--- src/rtl/alu_result_uart_tx.sv ---
// Serializes an N-bit ALU result onto a UART TX line as N/8 8N1 frames,
// most-significant byte first, each byte sent LSB first.
module alu_result_uart_tx #(
   parameter int unsigned N            = 16,
   parameter int unsigned CLKS_PER_BIT = 868
) (
   input  logic         clk,
   input  logic         rst,
   input  logic [N-1:0] result_in,
   input  logic         start,
   output logic         tx,
   output logic         busy,
   output logic         done
);

   localparam int unsigned NUM_BYTES = N / 8;
   localparam int unsigned IDX_W     = (NUM_BYTES > 1) ? $clog2(NUM_BYTES) : 1;
   localparam int unsigned BAUD_W    = (CLKS_PER_BIT > 2) ? $clog2(CLKS_PER_BIT) : 1;
   localparam int unsigned BIT_W     = 3;

   generate
      if ((N % 8) != 0 || N < 8) begin : g_bad_width
         $error("alu_result_uart_tx: N must be a multiple of 8 and >= 8");
      end
      if (CLKS_PER_BIT < 2) begin : g_bad_baud
         $error("alu_result_uart_tx: CLKS_PER_BIT must be >= 2");
      end
   endgenerate

   typedef enum logic [1:0] {
      IDLE      = 2'd0,
      START_BIT = 2'd1,
      DATA_BITS = 2'd2,
      STOP_BIT  = 2'd3
   } state_t;

   state_t             state;
   logic [N-1:0]       shift_reg;
   logic [6:0]         byte_sr;
   logic [BAUD_W-1:0]  baud_cnt;
   logic [BIT_W-1:0]   bit_cnt;
   logic [IDX_W-1:0]   byte_idx;
   logic               bit_end;
   logic               last_byte;

   // Current bit time ends on the last baud count; current byte always sits in the top 8 bits.
   always_comb begin
      bit_end   = (baud_cnt == BAUD_W'(CLKS_PER_BIT - 1));
      last_byte = (byte_idx == IDX_W'(NUM_BYTES - 1));
   end

   always_ff @(posedge clk) begin
      if (rst) begin
         state     <= IDLE;
         tx        <= 1'b1;
         busy      <= 1'b0;
         done      <= 1'b0;
         shift_reg <= '0;
         byte_sr   <= '0;
         baud_cnt  <= '0;
         bit_cnt   <= '0;
         byte_idx  <= '0;
      end else begin
         done <= 1'b0;
         case (state)
            IDLE: begin
               tx       <= 1'b1;
               baud_cnt <= '0;
               if (start && !busy) begin
                  shift_reg <= result_in;
                  byte_idx  <= '0;
                  bit_cnt   <= '0;
                  tx        <= 1'b0;
                  busy      <= 1'b1;
                  state     <= START_BIT;
               end
            end

            START_BIT: begin
               if (bit_end) begin
                  baud_cnt <= '0;
                  bit_cnt  <= '0;
                  // Bit 0 goes straight to the line; bits 7..1 queue up in byte_sr.
                  tx       <= shift_reg[N-8];
                  byte_sr  <= shift_reg[N-1:N-7];
                  state    <= DATA_BITS;
               end else begin
                  baud_cnt <= baud_cnt + BAUD_W'(1);
               end
            end

            DATA_BITS: begin
               if (bit_end) begin
                  baud_cnt <= '0;
                  if (bit_cnt == BIT_W'(7)) begin
                     tx    <= 1'b1;
                     state <= STOP_BIT;
                  end else begin
                     tx      <= byte_sr[0];
                     byte_sr <= byte_sr >> 1;
                     bit_cnt <= bit_cnt + BIT_W'(1);
                  end
               end else begin
                  baud_cnt <= baud_cnt + BAUD_W'(1);
               end
            end

            STOP_BIT: begin
               if (bit_end) begin
                  baud_cnt <= '0;
                  if (last_byte) begin
                     busy  <= 1'b0;
                     done  <= 1'b1;
                     state <= IDLE;
                  end else begin
                     // Next byte's start bit follows immediately, no idle gap.
                     byte_idx  <= byte_idx + IDX_W'(1);
                     shift_reg <= shift_reg << 8;
                     tx        <= 1'b0;
                     state     <= START_BIT;
                  end
               end else begin
                  baud_cnt <= baud_cnt + BAUD_W'(1);
               end
            end

            default: begin
               state <= IDLE;
               tx    <= 1'b1;
               busy  <= 1'b0;
            end
         endcase
      end
   end

endmodule

--- config.mk ---
export PLATFORM = sky130hd
export DESIGN_NAME = alu_result_uart_tx
export DESIGN_NICKNAME = d
export VERILOG_FILES = /design/src/rtl/alu_result_uart_tx.sv
export SDC_FILE = /design/constraint.sdc
export NUM_CORES = 1
export LEC_CHECK = 0
export ABC_AREA = 1
export CAP_MARGIN = 20
export CELL_PAD_IN_SITES_DETAIL_PLACEMENT = 0
export CELL_PAD_IN_SITES_GLOBAL_PLACEMENT = 1
export CORE_ASPECT_RATIO = 1.25
export CORE_MARGIN = 2
export CORE_UTILIZATION = 41
export DETAILED_ROUTE_END_ITERATION = 16
export PLACE_DENSITY_LB_ADDON = 0.1
export RECOVER_POWER = 100
export SETUP_SLACK_MARGIN = 0.05
export SKIP_CTS_REPAIR_TIMING = 1
export SYNTH_ARGS = -nofsm -noshare
export SYNTH_HDL_FRONTEND = slang
export SYNTH_SLANG_ARGS = --single-unit
--- constraint.sdc ---
create_clock -name clk -period 1.9 [get_ports clk]
set_input_delay 0.475 -clock clk [delete_from_list [all_inputs] [get_ports clk]]
set_output_delay 0.475 -clock clk [all_outputs]
set_load 0.01 [all_outputs]
Word level (Yosys, flattened, before mapping). Cells that the tools add are included.

Bits in registers: 42. Latch bits: 0. RAM bits: 0. Memory bits (read-only): 0. Bits of input ports: 19. Word-level logic and storage cells: 80. Memories kept: 0.

Add/subtract/negate cells: 3. Multiply operators: 0. Div/mod/pow operators: 0. $lt $le $gt $ge: 0. Equal/unequal tests: 13. Shifts and indexed selects: 0. Multiplexer cells: 38. Bitwise logic cells: 2. Reduce and logical (&&, ||, !) cells: 15.

Operator list (count): $mux 16 (3); $pmux 16 s2 (1); $mux 7 (3); $pmux 10 s2 (1); $ne 2x2->1 const B (8); $reduce_and 4->1 (4); $mux 1 (14); $pmux 7 s2 (1); $mux 3 (4); $add 10x1->10 const B (1); $eq 10x10->1 const B (1); $mux 10 (1); $mux 2 (5); $reduce_and 5->1 (2); $pmux 3 s3 (1); $pmux 2 s4 (1); $reduce_or 3->1 (2); $eq 2x2->1 const B (2); $pmux 1 s2 (2); $pmux 1 s4 (1); $reduce_bool 2->1 (2); $add 3x1->3 const B (1); $eq 3x3->1 const B (1); $reduce_and 3->1 (1); other kinds (7) (8).

Depth between registers and ports, before layout. Gate-level depths: netlist of the first run.

Word-level depth: 4. Gate-level depth with buffers: 9. Depth with buffers taken out: 9.

Worst setup path after synthesis of the first run. No wires, ideal clock.

Path kind: reg-to-reg. From: register state[0]. To: register shift_reg[15]. Arrival time: 1.485 ns. Setup slack: 0.344 ns. Cell stages (with the launch flop): 10. Buffers on the path: 2. Clock period less this slack: 1.556 ns. Path through: dfxtp_1 inv_1 ha_1 inv_1 nor2_1 a21oi_2 buf_4 buf_6 nand4_1 a21oi_1.

Cells in the longest elaborated chain, start to end: 3. Elaborated cells on any way between the ends: 8.

RTL lines: start, declared (line 37) `state_t state;`; start signal, assigned (line 54) `state <= IDLE;`; start signal, assigned (line 75) `state <= START_BIT;`; start signal, assigned (line 86) `state <= DATA_BITS;`; $eq 2x2->1 / $logic_not 2->1 (equally long branches) (line 65) `case (state)`; $ne 2x2->1 (no line) / $reduce_bool 2->1 (equally long branches); $reduce_and 4->1 (no line); end signal, assigned (line 70) `shift_reg <= result_in;`; end signal, assigned (line 118) `shift_reg <= shift_reg << 8;`; end, declared (line 38) `logic [N-1:0] shift_reg;`.

Several ways; a longest one is shown, not always the timed one. A chain may end at the register's enable or synchronous reset.

Worst setup path in the final report of the first run.
From: register busy. To: output port busy.

RTL lines: start, declared (line 12) `output logic busy,`; start signal, assigned (line 56) `busy <= 1'b0;`; start signal, assigned (line 74) `busy <= 1'b1;`; start signal, assigned (line 112) `busy <= 1'b0;`.

No word-level cell between the ends.

==> key figures, run 1 <==
Run
  • Max Cap Viol: 0

Setup path
  • CP Launch Point: busy$_SDFFE_PP0P_
  • CP Launch Type: flop
  • R2R Path Start: state[1]$_SDFFE_PP0P_
  • Worst Setup End Kind: primary output
  • Crit Path Max Fanout: 4
  • Crit path buffers/inverters: 1
  • Crit-path slowest cell: dlygate4sd3_1
  • Critical path class: flop to primary output
  • Critical-path cell list: dlygate4sd3_1
  • WP data required: 1.42 ns
  • Slowest stage delay, CP: 0.62 ns
  • Crit-path leading delay family: buffers and inverters
  • Critical path arrival: 1.30 ns

Clocking
  • Clk root buf: clkbuf_8
  • Clk sinks: 42
  • CTS tree: built
  • Num CTS Buffers: 5
  • Skew-Pair Late Insertion Delay: 0.29 ns
  • Max Buffers Root-to-Sink: 2
  • H-tree Lvls: 2
  • Worst-path clk slew: 0.08 ns

Run status
  • Run status: complete, no violations

Timing
  • Setup ws final: 0.124 ns
  • Slew Limit Fails: 0
  • Peak Freq: 563 MHz
  • Hold Violations, Final: 0
  • Worst slew pin tran: 0.409 ns
  • Fin crit period: 1.78 ns
  • RSZ-0062 raised after global routing: false
  • Final Cycle Share: 0.935
  • Min Hold Slack: 0.455 ns
  • Final setup fails: 0
  • Fin Clk Skew: 0.00693 ns
  • Slew headroom: 0.727

Synthesis
  • Post-synthesis mux area share: 0.0285
  • Synth Area in XOR/XNOR: 0
  • Synth Area in Simple Gates: 0.321
  • Syn. warnings: 0
  • Post-Synth Adder-Cell Area: 0.0475
  • Seq/Total Area, Yosys: 0.399
  • Largest family of logic cells by synthesized area: simple AND/OR/NAND/NOR gates
  • Average cell area after synthesis: 7.36 µm²
  • Seq cells post-synth: 42
  • Cells after Synth: 286
  • Post-Syn Area: 2110 µm²
  • Synthesized Nets: 313
  • Netlist cell types: 32
  • Compound-gate portion of the synthesized area: 0.119

Detailed routing
  • Via Count: 1884
  • DRC: 0
  • Wire per inst: 12.1 µm
  • First DRT Iteration DRCs: 76
  • Final ANT Viol Nets: 0
  • DRT Pass-1 Iters: 4
  • Drt total wl: 4600 µm
  • Avg Vias per Cell: 4.94

Floorplan
  • Die H: 84.1 µm
  • Die W: 68.1 µm
  • Core region area: 5010 µm²
  • Row count: 29
  • IO Count: 22
  • Starting Density: 0.421
  • Die area: 5730 µm²

Layout
  • Area Overhead vs Synth: 19.5%
  • Seq. cell area: 841 µm²
  • FILL cells: 543
  • Final Instance Area: 2520 µm²
  • Most common cell after layout, fill and taps aside: nand2_1
  • Post-layout nets: 345
  • Layout cell share with drive strength beyond 1: 0.110
  • Multi-input logic area: 1080 µm²
  • Largest register FFs: 16
  • Commonest non-fill, non-tap cells in the layout: nand2_1, dfxtp_1, a21oi_1
  • Ant diodes: 0

Placed design
  • Post-Place Setup Slack: -0.0356 ns
  • Hpwl dp: 3420 µm
  • Input/output buffers: 21
  • Gpl congestion: 0.811
  • Post-DP Area: 2400 µm²

Power and ir drop
  • Pwr dens: 1210 nW/µm²
  • Leakage Power: 1.04 nW
  • Maximum VDD drop: 0.446 mV

Global routing
  • Largest net degree at the start of global routing: 20
  • M3 GR Usage: 0.0324
  • Total GRT Usage: 0.172
  • Global-route wire length before repair: 7660 µm
  • Met1 Use GR: 0.215
  • Grt peak-use layer: met2
  • M2 GR Usage: 0.288
  • Number of global-route vias before repair: 1727
  • Antenna violations before repair: 0
  • Gr ovfl total: 0

Min path
  • Hold crit path type: flop to flop
  • Hold_sp: baud_cnt[0]$_SDFF_PP0_
## synthesized netlist by cell type, drive strengths merged
cell,number,area share
mux2i,6,0.029
nor4,1,0.0030
a31oi,1,0.0030
o21a,1,0.0036
inv,26,0.046
nor3,5,0.012
nand2,75,0.14
nor2,25,0.051
nand3,18,0.057
clkbuf,3,0.0053
o21ai,12,0.030
nor3b,1,0.0036
dfxtp,42,0.40
ha,8,0.048
buf,9,0.032
nand3b,1,0.0036
a21oi,34,0.083
nand4,17,0.051
or2,1,0.0030
## where the power goes
group          switching (W)  total (W)  internal (W)  leakage [nW]
clock               0.000316   0.000608      0.000292        0.0472
sequential          0.000118    0.00120       0.00108         0.343
combinational       0.000734    0.00124      0.000510         0.650
## kinds of logic (layout without fill, tap and decap cells)
kind of cell / Yosys count / in the layout
buffers and inverters: 38 / 71
AOI/OAI and AO/OA: 48 / 48
adders and majority gates: 8 / 8
muxes: 6 / 6
DFF: 42 / 42
and+or+nand+nor: 144 / 144
## per-layer routing
metal  vias up  wire [µm]
li1       1011          -
met1       845       2190
met2        24       2260
met3         4        108
met4         0         49
met5         -          0
## stage by stage
step / power [W] / utilization / std cells / TNS (ns)
after floorplan: 0.00217 / - / 286 / 0
after global placement: 0.00248 / 0.480 / 369 / 0
after detailed placement: 0.00249 / 0.480 / 369 / -0.0425
after CTS: 0.00310 / 0.499 / 377 / 0
after global routing: 0.00329 / 0.503 / 381 / 0
final: 0.00305 / 0.503 / 381 / 0
## layout make-up
type                            count  area share
Timing Repair Buffer               37       0.130
Tap cell                           62      0.0308
Clock buffer                        6      0.0328
Multi-Input combinational cell    206       0.429
Inverter                           26      0.0388
Sequential cell                    42       0.334
Clock inverter                      2     0.00497
## final timing paths
check	slack, ns	to	cells after the start
setup reg to reg	0.17	shift_reg[9]$_SDFFE_PP0P_	8
setup / recovery	0.12	busy	1
hold / removal	0.46	baud_cnt[0]$_SDFF_PP0_	1
hold reg to reg	0.46	baud_cnt[0]$_SDFF_PP0_	1
Power figures use the tool's default switching activity.
==> run 2, diff against run 1 <==
--- a/config.mk
+++ b/config.mk
@@ -10,7 +10,6 @@
 export CELL_PAD_IN_SITES_DETAIL_PLACEMENT = 0
 export CELL_PAD_IN_SITES_GLOBAL_PLACEMENT = 1
 export CORE_ASPECT_RATIO = 1.25
-export CORE_MARGIN = 2
 export CORE_UTILIZATION = 41
 export DETAILED_ROUTE_END_ITERATION = 16
 export PLACE_DENSITY_LB_ADDON = 0.1
@@ -20,3 +19,4 @@
 export SYNTH_ARGS = -nofsm -noshare
 export SYNTH_HDL_FRONTEND = slang
 export SYNTH_SLANG_ARGS = --single-unit
+export TNS_END_PERCENT = 30
==> run 2 against run 1 <==
Effect of this change: register-to-register slack gained 0.03 ns; largest power group unchanged; sequential power is essentially flat; cell count shrank 1.0%; critical path depth is the same; clock-buffer cell count is the same; largest cell class unchanged.
==> key figures, run 2 (same netlist as run 1, synthesis figures left out) <==
Clocking
  • Num CTS Buffers: 5
  • Skew-Pair Late Insertion Delay: 0.29 ns
  • CTS tree: built
  • H-tree Lvls: 2
  • Max Buffers Root-to-Sink: 2
  • Clk root buf: clkbuf_8
  • Clk sinks: 42
  • Worst-path clk slew: 0.08 ns

Timing
  • Slew headroom: 0.722
  • Hold Violations, Final: 0
  • Worst slew pin tran: 0.416 ns
  • Final setup fails: 0
  • Peak Freq: 568 MHz
  • Final Cycle Share: 0.926
  • RSZ-0062 raised after global routing: false
  • Setup ws final: 0.141 ns
  • Slew Limit Fails: 0
  • Fin crit period: 1.76 ns
  • Fin Clk Skew: 0.00582 ns

Global routing
  • Grt peak-use layer: met2
  • Largest net degree at the start of global routing: 20
  • M2 GR Usage: 0.324
  • M3 GR Usage: 0.0371
  • Global-route wire length before repair: 7800 µm
  • Total GRT Usage: 0.186
  • Met1 Use GR: 0.228
  • Gr ovfl total: 0
  • Antenna violations before repair: 0
  • Number of global-route vias before repair: 1789

Setup path
  • Critical path arrival: 1.28 ns
  • Reg-to-Reg End: busy$_SDFFE_PP0P_
  • Crit-path slowest cell: dlygate4sd3_1
  • WP data required: 1.42 ns
  • Crit path buffers/inverters: 1
  • Crit Path Max Fanout: 4
  • R2R Path Start: baud_cnt[0]$_SDFF_PP0_
  • Critical path class: flop to primary output
  • Worst Setup End Kind: primary output
  • Critical-path cell list: dlygate4sd3_1
  • Slowest stage delay, CP: 0.62 ns
  • CP Launch Type: flop
  • Crit-path leading delay family: buffers and inverters
  • R2r setup slk: 0.20 ns
  • R2R cell count: 9

Min path
  • Min-Delay Endpoint: baud_cnt[0]$_SDFF_PP0_
  • Hold Path Cell Cnt: 1
  • Hold crit path type: flop to flop
  • Hold_sp: baud_cnt[0]$_SDFF_PP0_

Placed design
  • Input/output buffers: 21
  • Post-DP Area: 2400 µm²
  • Dpl cells: 367
  • Gpl congestion: 0.800
  • Post-Place Setup Slack: -0.00556 ns
  • Hpwl dp: 3210 µm

Detailed routing
  • DRC: 0
  • First DRT Iteration DRCs: 102
  • Final ANT Viol Nets: 0
  • Via Count: 1888
  • Drt total wl: 4470 µm
  • Wire per inst: 11.9 µm
  • Avg Vias per Cell: 5.01
  • DRT Pass-1 Iters: 4

Floorplan
  • Die H: 82.1 µm
  • Core region area: 4830 µm²
  • IO Count: 22
  • Row count: 28
  • Die W: 66.1 µm
  • Starting Density: 0.436
  • Die area: 5430 µm²

Layout
  • Most common cell after layout, fill and taps aside: nand2_1
  • Commonest non-fill, non-tap cells in the layout: nand2_1, dfxtp_1, a21oi_1
  • FILL cells: 478
  • Largest register FFs: 16
  • Multi-input logic area: 1110 µm²
  • Non-Filler Instances: 377
  • Post-layout nets: 343
  • Ant diodes: 0
  • Seq. cell area: 842 µm²
  • Final Instance Area: 2560 µm²
  • Area Overhead vs Synth: 21.7%
  • Layout cell share with drive strength beyond 1: 0.107

Run
  • Max Cap Viol: 0

Power and ir drop
  • Leakage Power: 1.06 nW
  • Pwr dens: 1310 nW/µm²
  • Maximum VDD drop: 0.682 mV

Run status
  • Run status: complete, no violations
-- run 2: final cells by class --
class | instances | share of cell area
Sequential cell | 42 | 0.328
Timing Repair Buffer | 34 | 0.116
Clock buffer | 6 | 0.0322
Clock inverter | 2 | 0.0234
Tap cell | 60 | 0.0293
Inverter | 26 | 0.0381
Multi-Input combinational cell | 207 | 0.432
-- run 2: worst max-delay path by stage --
stage                                 startpoint                    endpoint  slack, ns  cells after the start
final                          busy$_SDFFE_PP0P_                        busy       0.14                      1
after global routing      baud_cnt[0]$_SDFF_PP0_  shift_reg[11]$_SDFFE_PP0P_       0.04                      8
after detailed placement                   start   shift_reg[7]$_SDFFE_PP0P_     -0.006                      8
after floorplan            state[0]$_SDFFE_PP0P_  shift_reg[15]$_SDFFE_PP0P_       0.34                      9
after CTS                      busy$_SDFFE_PP0P_                        busy       0.18                      1
after global placement                     start   shift_reg[4]$_SDFFE_PP0P_       0.03                      8
-- run 2: layer usage --
metal | wire (µm) | part of all wire | up-vias
li1 | - | - | 1012
met1 | 2120 | 0.47 | 840
met2 | 2160 | 0.48 | 31
met3 | 134 | 0.030 | 5
met4 | 54 | 0.012 | 0
met5 | 0 | 0 | -
-- run 2: power breakdown --
group | internal (W) | total [W] | leakage (nW) | switching (W)
sequential | 0.00108 | 0.00120 | 0.343 | 0.000115
combinational | 0.000535 | 0.00129 | 0.641 | 0.000756
clock | 0.000561 | 0.000868 | 0.0714 | 0.000308
total | 0.00218 | 0.00336 | 1.06 | 0.00118
-- run 2: stage by stage --
step	utilization	TNS (ns)	hold WS (ns)	power, W
6_report	0.530	0	0.448	0.00336
5_1_grt	0.530	0	0.467	0.00366
4_1_cts	0.526	0	0.456	0.00336
3_5_place_dp	0.497	-0.0174	0.437	0.00248
3_3_place_gp	0.497	0	0.433	0.00249
2_1_floorplan	-	0	0.418	0.00217
